<file path="config.mk">
export PLATFORM = sky130hd
export DESIGN_NAME = stopwatch_disp_mux_flat
export DESIGN_NICKNAME = d
export VERILOG_FILES = /design/src/rtl/stopwatch_disp_mux_if.sv /design/src/rtl/stopwatch_disp_mux.sv /design/src/flat_wrapper.sv
export SDC_FILE = /design/constraint.sdc
export NUM_CORES = 1
export LEC_CHECK = 0
export ABC_AREA = 1
export CORE_AREA = 2 2 77 79
export DETAILED_ROUTE_END_ITERATION = 8
export DIE_AREA = 0 0 79 81
export PLACE_DENSITY_LB_ADDON = 0.15
export SKIP_LAST_GASP = 1
export SLEW_MARGIN = 20
export SYNTH_ARGS = -nofsm -noshare
export SYNTH_HDL_FRONTEND = slang
export SYNTH_SLANG_ARGS = --single-unit
</file>
<file path="constraint.sdc">
create_clock -name i_clk -period 1.9 [get_ports i_clk]
set_clock_uncertainty 0.05 [all_clocks]
set_input_delay 0.19 -clock i_clk [delete_from_list [all_inputs] [get_ports i_clk]]
set_output_delay 0.19 -clock i_clk [all_outputs]
set_load 0.005 [all_outputs]
</file>
<file path="src/rtl/stopwatch_disp_mux_if.sv">
// Digit inputs and display-pin outputs of the stopwatch seven-segment scanner.
// The driver of the digits (counter stage / bench) uses master; the scanner uses slave.
interface stopwatch_disp_mux_if;
    logic [3:0] i_s2;
    logic [3:0] i_s1;
    logic [3:0] i_s0;
    logic       i_hold;
    logic [3:0] o_an;
    logic [7:0] o_sseg;
    logic       o_frame;

    modport master (
        output i_s2, i_s1, i_s0, i_hold,
        input  o_an, o_sseg, o_frame
    );

    modport slave (
        input  i_s2, i_s1, i_s0, i_hold,
        output o_an, o_sseg, o_frame
    );
endinterface

</file>
<file path="src/rtl/stopwatch_disp_mux.sv">
// Four-digit multiplexed seven-segment driver showing "_XX.X" from a per-frame digit snapshot.
// Optional build macro LZ_BLANK_EN blanks the tens-of-seconds digit when it is zero.
module stopwatch_disp_mux #(
    parameter int REFRESH_DIV = 100_000
) (
    input  logic                 i_clk,
    input  logic                 i_rst_n,
    stopwatch_disp_mux_if.slave  bus
);
    localparam int            CW      = $clog2(REFRESH_DIV);
    localparam logic [CW-1:0] CNT_MAX = CW'(REFRESH_DIV - 1);

    logic [CW-1:0] cnt_q, cnt_d;
    logic [1:0]    idx_q, idx_d;
    logic [3:0]    snap_s2_q, snap_s2_d;
    logic [3:0]    snap_s1_q, snap_s1_d;
    logic [3:0]    snap_s0_q, snap_s0_d;
    logic          bnd_q, bnd_d;
    logic [3:0]    an_q, an_d;
    logic [7:0]    sseg_q, sseg_d;
    logic          frame_q;
    logic          wrap;
    logic [3:0]    digit;

    function automatic logic [7:0] seg7(input logic [3:0] d);
        logic [7:0] s;
        case (d)
            4'd0:    s = 8'hC0;
            4'd1:    s = 8'hF9;
            4'd2:    s = 8'hA4;
            4'd3:    s = 8'hB0;
            4'd4:    s = 8'h99;
            4'd5:    s = 8'h92;
            4'd6:    s = 8'h82;
            4'd7:    s = 8'hF8;
            4'd8:    s = 8'h80;
            4'd9:    s = 8'h90;
            default: s = 8'hBF;
        endcase
        return s;
    endfunction

    always_ff @(posedge i_clk or negedge i_rst_n) begin
        if (!i_rst_n) begin
            cnt_q     <= '0;
            idx_q     <= '0;
            snap_s2_q <= '0;
            snap_s1_q <= '0;
            snap_s0_q <= '0;
            bnd_q     <= 1'b0;
            an_q      <= 4'hF;
            sseg_q    <= 8'hFF;
            frame_q   <= 1'b0;
        end else begin
            cnt_q     <= cnt_d;
            idx_q     <= idx_d;
            snap_s2_q <= snap_s2_d;
            snap_s1_q <= snap_s1_d;
            snap_s0_q <= snap_s0_d;
            bnd_q     <= bnd_d;
            an_q      <= an_d;
            sseg_q    <= sseg_d;
            // Delayed by one so the pulse coincides with the new digit reaching the pins.
            frame_q   <= bnd_q;
        end
    end

    always_comb begin
        wrap      = (cnt_q == CNT_MAX);
        cnt_d     = wrap ? '0 : cnt_q + 1'b1;
        idx_d     = wrap ? idx_q + 2'd1 : idx_q;
        bnd_d     = wrap && (idx_q == 2'd3);
        snap_s2_d = snap_s2_q;
        snap_s1_d = snap_s1_q;
        snap_s0_d = snap_s0_q;
        if (bnd_d && !bus.i_hold) begin
            snap_s2_d = bus.i_s2;
            snap_s1_d = bus.i_s1;
            snap_s0_d = bus.i_s0;
        end
    end

    always_comb begin
        an_d   = ~(4'b0001 << idx_q);
        digit  = snap_s0_q;
        sseg_d = 8'hFF;
        case (idx_q)
            2'd0: begin
                digit  = snap_s0_q;
                sseg_d = seg7(digit);
            end
            2'd1: begin
                digit  = snap_s1_q;
                sseg_d = seg7(digit) & 8'h7F;
            end
            2'd2: begin
                digit  = snap_s2_q;
`ifdef LZ_BLANK_EN
                sseg_d = (digit == 4'd0) ? 8'hFF : seg7(digit);
`else
                sseg_d = seg7(digit);
`endif
            end
            default: sseg_d = 8'hFF;
        endcase
    end

    assign bus.o_an    = an_q;
    assign bus.o_sseg  = sseg_q;
    assign bus.o_frame = frame_q;
endmodule

</file>
<file path="src/flat_wrapper.sv">
// flat-port wrapper written by rule: the top's interface ports become plain ports
module stopwatch_disp_mux_flat 
#(
    parameter int REFRESH_DIV = 100_000
)
  (i_clk, i_rst_n, bus_i_s2, bus_i_s1, bus_i_s0, bus_i_hold, bus_o_an, bus_o_sseg, bus_o_frame);
  stopwatch_disp_mux_if bus_i ();
  input  logic i_clk;
  input  logic i_rst_n;
  input wire logic [$bits(bus_i.i_s2)-1:0] bus_i_s2;
  input wire logic [$bits(bus_i.i_s1)-1:0] bus_i_s1;
  input wire logic [$bits(bus_i.i_s0)-1:0] bus_i_s0;
  input wire logic [$bits(bus_i.i_hold)-1:0] bus_i_hold;
  output wire logic [$bits(bus_i.o_an)-1:0] bus_o_an;
  output wire logic [$bits(bus_i.o_sseg)-1:0] bus_o_sseg;
  output wire logic [$bits(bus_i.o_frame)-1:0] bus_o_frame;
  assign bus_i.i_s2 = bus_i_s2;
  assign bus_i.i_s1 = bus_i_s1;
  assign bus_i.i_s0 = bus_i_s0;
  assign bus_i.i_hold = bus_i_hold;
  assign bus_o_an = bus_i.o_an;
  assign bus_o_sseg = bus_i.o_sseg;
  assign bus_o_frame = bus_i.o_frame;
  stopwatch_disp_mux #(.REFRESH_DIV(REFRESH_DIV)) u_core (.i_clk(i_clk), .i_rst_n(i_rst_n), .bus(bus_i));
endmodule
</file>
# After elaboration in Yosys (flattened, before gate mapping)
# Memories as Yosys holds them, arrays and structs flattened.
# Index checks and enable logic that the tools add are counted.
# op_classes
addsub,2
n_eq_ne,4
shift,1
n_mux,2
bitwise,1
n_reduce_logical,4
# op_table
cell,count
8-bit case mux with 3 select lines,1
17-bit by 1-bit adder with 17-bit output (second input constant),1
17-bit == test (second input constant),1
17-bit two-way mux,1
2-bit == test (second input constant),2
4-bit inverter,1
1-bit by 2-bit left shift with 4-bit output (first input constant),1
2-bit by 1-bit adder with 2-bit output (second input constant),1
2-bit by 1-bit == test with 1-bit output (second input constant),1
1-bit logical AND,2
2-bit zero test,1
1-bit zero test,1
# word_totals
register_bits,45
rom_bits,336
inputBits,15
out_inout_bits,13
word_cells,26
n_memories,3
# mem_list
memory,words,width,rd,rd_clocked_by_memory_dff,wr,line,source
(no name shown),16,7,1,0,0,stopwatch_disp_mux.sv:27,case (d)
(no name shown),16,7,1,0,0,stopwatch_disp_mux.sv:27,
(no name shown),16,7,1,0,0,stopwatch_disp_mux.sv:27,

# Longest topological paths before layout
# Gate-level depths: netlist of the first run.
# logic_depth
depth_word,3
depth_mapped,9
depth_no_buf,9

# Worst setup path after synthesis of the first run
# Ideal clock, no wire load.
# synth_timing
path_type,reg-to-reg
startpoint,register u_core.cnt_q[0]
endpoint,register u_core.snap_s1_q[3]
setup_ps,117
arrival_time_ps,1262
required_time_ps,1733
setup_slack_ps,471
path_stages_with_launch,10
n_path_buf,1
period_less_slack_ps,1429
cell_sequence,dfrtp_1 ha_1 nand2_2 nor2_4 inv_1 nor2_2 nand4_2 buf_6 nand2_1 nand2_1
# synth_via
elab_chain_cells,3
# synth_lines
element,line,source
from (decl),stopwatch_disp_mux.sv:13,"logic [CW-1:0] cnt_q, cnt_d;"
from (signal assigned),stopwatch_disp_mux.sv:55,cnt_q <= cnt_d;
17-bit == test,stopwatch_disp_mux.sv:69,wrap = (cnt_q == CNT_MAX);
1-bit logical AND,stopwatch_disp_mux.sv:72,bnd_d = wrap && (idx_q == 2'd3);
1-bit logical AND,stopwatch_disp_mux.sv:76,if (bnd_d && !bus.i_hold) begin
to (signal assigned),stopwatch_disp_mux.sv:58,snap_s1_q <= snap_s1_d;
to (decl),stopwatch_disp_mux.sv:16,"logic [3:0] snap_s1_q, snap_s1_d;"
# Every way passes these cells.
# A chain may end at the register's enable or synchronous reset.

# Worst setup path in the final report of the first run
# layout_timing
startpoint,register u_core.cnt_q[0]
endpoint,register u_core.snap_s0_q[2]
# layout_via
elab_chain_cells,3
# layout_lines
element,line,source
17-bit == test,stopwatch_disp_mux.sv:69,
1-bit logical AND,stopwatch_disp_mux.sv:72,
1-bit logical AND,stopwatch_disp_mux.sv:76,
to (signal assigned),stopwatch_disp_mux.sv:59,snap_s0_q <= snap_s0_d;
to (decl),stopwatch_disp_mux.sv:17,"logic [3:0] snap_s0_q, snap_s0_d;"
# Every way passes these cells.

==> results_dict.tcl, run 1 <==
set metrics [dict create \
    fin_crit_sh_pct 86.2 \
    worstPathMaxFanout 12 \
    reg2reg_to "u_core.snap_s0_q[2]" \
    crit_chain "ha_1 -> nand2_2 -> nor2_4 -> inv_1 -> nor2_2 -> nand4_2 -> nand2_1 -> nand2_1" \
    async_flop_share_pct 100 \
    root_buffer "clkbuf_8" \
    max_stage_delay_ns 0.37 \
    final_cell_mix "75 x nand2_1, 47 x inv_1, 33 x nor2_1, 33 x dfrtp_1, 26 x clkdlybuf4s50_1" \
    min_path_cells 0 \
    grt_pass1_vias 2087 \
    postRouteAntennaNets 0 \
    min_to "u_core.bus.o_frame" \
    rows 28 \
    overflow 0 \
    die_h_um 81 \
    worstPathRequired_ns 2.04 \
    ys_ff_latch 45 \
    slew_violations 0 \
    finalSetupTns_ns 0 \
    worst_pin_slew_ns 0.554 \
    cts_tree "yes" \
    max-vdd-ir-drop_v 0.000430 \
    die_x_um 79 \
    relSlewSlack_pct 63.1 \
    synth.area.top_cells "dfrtp_1 31%, dfstp_2 12%, ha_1 12%" \
    avgSynthCellArea_um2 8.15 \
    cts_num_sinks 45 \
    rr_worst_depth 8 \
    fin_cells 440 \
    drive_gt1_share_pct 11.2 \
    clkLatencyLatePin_ns 0.30 \
    finalHoldViolCount 0 \
    status "completed" \
    wl_mm 5.07 \
    cts_max_level 2 \
    hpwlAfterDp_mm 3.93 \
    ios 28 \
    die_area_um2 6400 \
    syn_nets 369 \
    diodes 0 \
    wl_met3_um 155 \
    num_vias 2140 \
    dpl_cell_area_um2 3030 \
    yosys.area.top_type_share_pct 30.8 \
    drt-wirelength-per-cell_um 11.5 \
    slowest_stage "dfrtp_1" \
    worstPathArrival_ns 1.78 \
    synth-main-ff-cell "dfrtp_1" \
    synth_area_leader_cell "dfrtp_1" \
    grt_max_degree 46 \
    post_cts_buffers 0 \
    syn_inst 329 \
    synth_edf_count 0 \
    grt_pass1_wl_mm 8.95 \
    fill_cells 569 \
    setup.worst_path.end_class "register" \
    ys_types 27 \
    grt_setup_unrepaired "no" \
    netlist_area_um2 2680 \
    finalCriticalPeriod_ns 1.64 \
    worstReg2RegStart "u_core.cnt_q[0]" \
    grt_use_total_pct 17.9 \
    start_util_pct 47.2 \
    seq_area_frac_synth_pct 42.6 \
    routed_via_density 4.86 \
    area_delta_synth_final_pct 16.8 \
    postLayoutCellArea_um2 3130 \
    antenna_found_initial 0 \
    routed-wl-met2_mm 2.71 \
    nets 404 \
    crit_path_frequent_cell "nand2_1" \
    drt_iter0_drc 53 \
    routedLengthMet1_mm 2.14 \
    hold_start "u_core.bnd_q" \
    setup_viol 0 \
    place_inst 431 \
    drv_cap 0 \
    dr.max_layer_used "met4" \
    fmax_ghz 0.611 \
    firstDrtPassIters 4 \
    core_area_um2 5680 \
    r2r_slack_ns 0.26 \
    place.gp.congestion 0.934 \
    cts_max_path_buffers 2 \
    drc 0 \
    startpoint_type "register" \
    critPathKind "reg -> reg" \
    numCtsBuffers 5 \
    port_buffers 27 \
    final_common_cell "nand2_1" \
    leakage_nw 1.54 \
    yosysWarnings 0 \
    power.density_nw_per_um2 507 \
    clkTransAtPathRegs_ns 0.08 \
    hold_class "reg -> reg" \
]
## stage by stage
step	hold slack, ns	util, %	worst slack, ns	total power [W]
2_1_floorplan	-0.156	-	0.471	0.000980
3_3_place_gp	0.255	53.5	0.303	0.00103
3_5_place_dp	0.258	53.5	0.256	0.00103
4_1_cts	0.304	55.2	0.240	0.00162
5_1_grt	0.318	55.2	0.0460	0.00166
6_report	0.302	55.2	0.263	0.00159
## synth_stat cells (6+ instances only)
master / count
a21oi_1: 7
dfrtp_1: 33
dfstp_2: 12
ha_1: 25
inv_1: 47
nand2_1: 75
nand3_1: 13
nand4_1: 19
nor2_1: 33
nor3_1: 11
o21ai_0: 20
xor2_1: 6
## cell type report
cell class	instances	area (um2)	share of cell area [%]
Inverter	51	191	6.12
Timing Repair Buffer	34	320	10.2
Multi-Input combinational cell	227	1300	41.4
Sequential cell	45	1140	36.5
Tap cell	75	93.8	3.00
Clock inverter	3	17.5	0.560
Clock buffer	5	68.8	2.20
## metal layers
metal / vias to the layer above / global-route usage, %
met3: 8 / 4.33
met5: - / 0
met1: 979 / 20.1
met2: 35 / 33.0
li1: 1118 / -
met4: 0 / 6.72
## worst max path at each step
stage	start	slack (ns)	endpoint	cells after the start
global route	u_core.cnt_q[0]	0.05	u_core.snap_s0_q[1]	8
detailed placement	u_core.cnt_q[0]	0.26	u_core.snap_s1_q[3]	8
CTS	u_core.cnt_q[0]	0.24	u_core.snap_s1_q[3]	8
finish	u_core.cnt_q[0]	0.26	u_core.snap_s0_q[2]	8
global placement	u_core.cnt_q[0]	0.30	u_core.snap_s2_q[3]	8
floorplan	u_core.cnt_q[0]	0.47	u_core.snap_s1_q[3]	9
## registers in the layout, indices dropped and copies added, names as in the netlist
name and flops:
u_core.bnd_q 1, u_core.bus.o_an 4, u_core.bus.o_frame 1, u_core.bus.o_sseg 8
u_core.cnt_q 17, u_core.idx_q 2, u_core.snap_s0_q 4, u_core.snap_s1_q 4
u_core.snap_s2_q 4
## where the power goes
part           internal [W]  switching, W  total (W)
Clock              0.000254      0.000321   0.000575
Sequential         0.000958             0   0.000958
Combinational     0.0000281     0.0000265  0.0000546
Total               0.00124      0.000347    0.00159
## kinds of logic after synthesis
kind of cell             after synthesis  share of synthesized area [%]
AO/OA/AOI/OAI                         33                           6.58
XOR/XNOR                               7                           2.57
adder cells (fa/ha/maj)               25                           11.7
buffers and inverters                 57                           9.05
flip-flops                            45                           42.6
AND/OR/NAND/NOR                      162                           27.6
## critical path, delay by kind of cell (launching register included)
family                   cells  cell delay, ns
buffers and inverters        1            0.08
adder cells (fa/ha/maj)      1            0.21
AND/OR/NAND/NOR              6            0.82
flip-flops                   1            0.37
## timing repair
action / in CTS / in global routing
hold buffers: 1 / 0
gates resized for setup: 0 / 0
hold endpoints to repair: 33 / 0
Power figures use the tool's default switching activity.
==> run 2: changes to the inputs <==
--- a/config.mk
+++ b/config.mk
@@ -6,6 +6,7 @@
 export NUM_CORES = 1
 export LEC_CHECK = 0
 export ABC_AREA = 1
+export ABC_CLOCK_PERIOD_IN_PS = 1900
 export CORE_AREA = 2 2 77 79
 export DETAILED_ROUTE_END_ITERATION = 8
 export DIE_AREA = 0 0 79 81
==> results of run 2 <==
The final DEF is identical to that of run 1; final timing and power are the same.
==> run 3: changes to the inputs <==
--- a/config.mk
+++ b/config.mk
@@ -6,7 +6,6 @@
 export NUM_CORES = 1
 export LEC_CHECK = 0
 export ABC_AREA = 1
-export ABC_CLOCK_PERIOD_IN_PS = 1900
 export CORE_AREA = 2 2 77 79
 export DETAILED_ROUTE_END_ITERATION = 8
 export DIE_AREA = 0 0 79 81
==> constraint.sdc (replaced) <==
create_clock -name i_clk -period 1.9 [get_ports i_clk]
set_clock_uncertainty 0.05 [all_clocks]
set_input_delay 0.285 -clock i_clk [delete_from_list [all_inputs] [get_ports i_clk]]
set_output_delay 0.285 -clock i_clk [all_outputs]
set_load 0.005 [all_outputs]
==> results_dict.tcl, run 3 (synthesis results as in run 1) <==
set metrics [dict create \
    setup_viol 0 \
    max_stage_delay_ns 0.38 \
    slew_violations 0 \
    worstPathMaxFanout 12 \
    hold_class "reg -> reg" \
    cts_tree "yes" \
    startpoint_type "register" \
    finalCriticalPeriod_ns 1.66 \
    core_area_um2 5680 \
    fmax_ghz 0.602 \
    p_int_w 0.00125 \
    cp_top_family "simple AND/OR/NAND/NOR gates" \
    cp_num_buf_inv 1 \
    crit_path_frequent_cell "nand2_1" \
    relSlewSlack_pct 71.5 \
    finalSetupTns_ns 0 \
    r2r_slack_ns 0.24 \
    routed_via_density 4.93 \
    antenna_found_initial 0 \
    die_h_um 81 \
    switching_share_pct 21.2 \
    grt_pass1_wl_mm 9.06 \
    die_x_um 79 \
    fill_cells 552 \
    area_delta_synth_final_pct 16.8 \
    multi_input_area_um2 1300 \
    sequentialPowerShare_pct 60.6 \
    rows 28 \
    status "completed" \
    clkTransAtPathRegs_ns 0.08 \
    switching_power_w 0.000335 \
    final_common_cell "nand2_1" \
    combPwrFrac_pct 3.6 \
    drt_iter0_drc 61 \
    grt_use_total_pct 17.8 \
    root_buffer "clkbuf_8" \
    power_w 0.00158 \
    regArea_um2 1140 \
    postRouteAntennaNets 0 \
    crit_chain "ha_1 -> nand2_2 -> nor2_4 -> inv_1 -> nor2_2 -> nand4_2 -> nand2_1 -> nand2_1" \
    diodes 0 \
    slowest_stage "dfrtp_1" \
    drive_gt1_share_pct 10.9 \
    largest_register "u_core.cnt_q" \
    setup.worst_path.end_class "register" \
    largest_reg_flops 17 \
    die_area_um2 6400 \
    drt-wirelength-per-cell_um 11.7 \
    ios 28 \
    fin_crit_sh_pct 87.4 \
    cts_num_sinks 45 \
    grt_max_degree 21 \
    layout_setup_ws_ns 0.239 \
    place.gp.congestion 0.905 \
    hpwlAfterDp_mm 4.11 \
    clkPwrFrac_pct 35.8 \
    nets 405 \
    port_buffers 27 \
    drv_cap 0 \
    max-vdd-ir-drop_v 0.000309 \
    critPathKind "reg -> reg" \
    num_vias 2175 \
    leakage_nw 1.54 \
    wl_mm 5.15 \
    power.density_nw_per_um2 505 \
    clkLatencyLatePin_ns 0.30 \
    numCtsBuffers 5 \
    worst_pin_slew_ns 0.428 \
    drc 0 \
    pre_cts_ws_ns 0.249 \
    worstPathRequired_ns 2.03 \
    grt_pass1_vias 2177 \
    firstDrtPassIters 4 \
    grt_setup_unrepaired "no" \
    cts_max_path_buffers 2 \
    start_util_pct 47.2 \
    cts_max_level 2 \
    final_cell_mix "75 x nand2_1, 47 x inv_1, 33 x nor2_1, 33 x dfrtp_1, 26 x clkdlybuf4s50_1" \
    overflow 0 \
    finalHoldViolCount 0 \
    worstPathArrival_ns 1.79 \
]
==> run 3: worst paths after layout <==
| path | startpoint | end | depth (start not counted) |
|---|---|---|---|
| worst max-delay path | u_core.cnt_q[0] | u_core.snap_s0_q[0] | 8 |
| worst min-delay path | u_core.bnd_q | u_core.bus.o_frame | 0 |
| worst max register to register | u_core.cnt_q[0] | u_core.snap_s0_q[0] | 8 |
| worst min register to register | u_core.bnd_q | u_core.bus.o_frame | 0 |
| max in group asynchronous | i_rst_n | u_core.bus.o_an[3] | 3 |
| min in group asynchronous | i_rst_n | u_core.snap_s1_q[3] | 2 |
==> run 3: layer usage <==
| layer | wire, um | global-route usage, % | up-vias |
|---|---|---|---|
| li1 | - | - | 1124 |
| met1 | 2140 | 19.3 | 1007 |
| met2 | 2760 | 34.6 | 34 |
| met3 | 143 | 2.56 | 10 |
| met4 | 105 | 7.41 | 0 |
| met5 | 0 | 0 | - |
==> run 3: cell type report <==
cell class | count | share of cell area, %
inverters | 51 | 6.11
repair buffers | 35 | 10.5
multi-input cells | 227 | 41.4
clock buffers | 7 | 2.44
well taps | 75 | 3.00
clock inverters | 1 | 0.160
flip-flops and latches | 45 | 36.4
==> run 3: timing repair <==
action | 4_1_cts | 5_1_grt
endpoints found under the hold margin | 8 | 0
setup endpoints to repair | 0 | 0
setup buffers | 0 | 0
hold buffers | 1 | 0
resized for setup | 0 | 0
==> run 3: worst register-to-register path, cell delays in order (launching register included) <==
cell and delay [ns]:
dfrtp_1 0.38, ha_1 0.21, nand2_2 0.09, nor2_4 0.15, inv_1 0.09, nor2_2 0.11
nand4_2 0.26, nand2_1 0.15, nand2_1 0.06
==> run 3: power by group through the flow <==
stage	clock (W)	sequential (W)	combinational, W
after floorplan	0	0.000976	0.00000394
after global placement	0	0.000976	0.0000573
after detailed placement	0	0.000976	0.0000578
after CTS	0.000588	0.000958	0.0000593
after global routing	0.000634	0.000958	0.0000636
final	0.000566	0.000958	0.0000568
==> run 3: stage by stage <==
step                util, %  cell area [um2]  cells  hold WS, ns
CTS                    55.2             3130    441        0.297
detailed placement     53.6             3040    432        0.204
global placement       53.6             3040    432        0.196
finish                 55.2             3130    441        0.291
global route           55.2             3130    441        0.309
floorplan                 -             2680    329      -0.0606
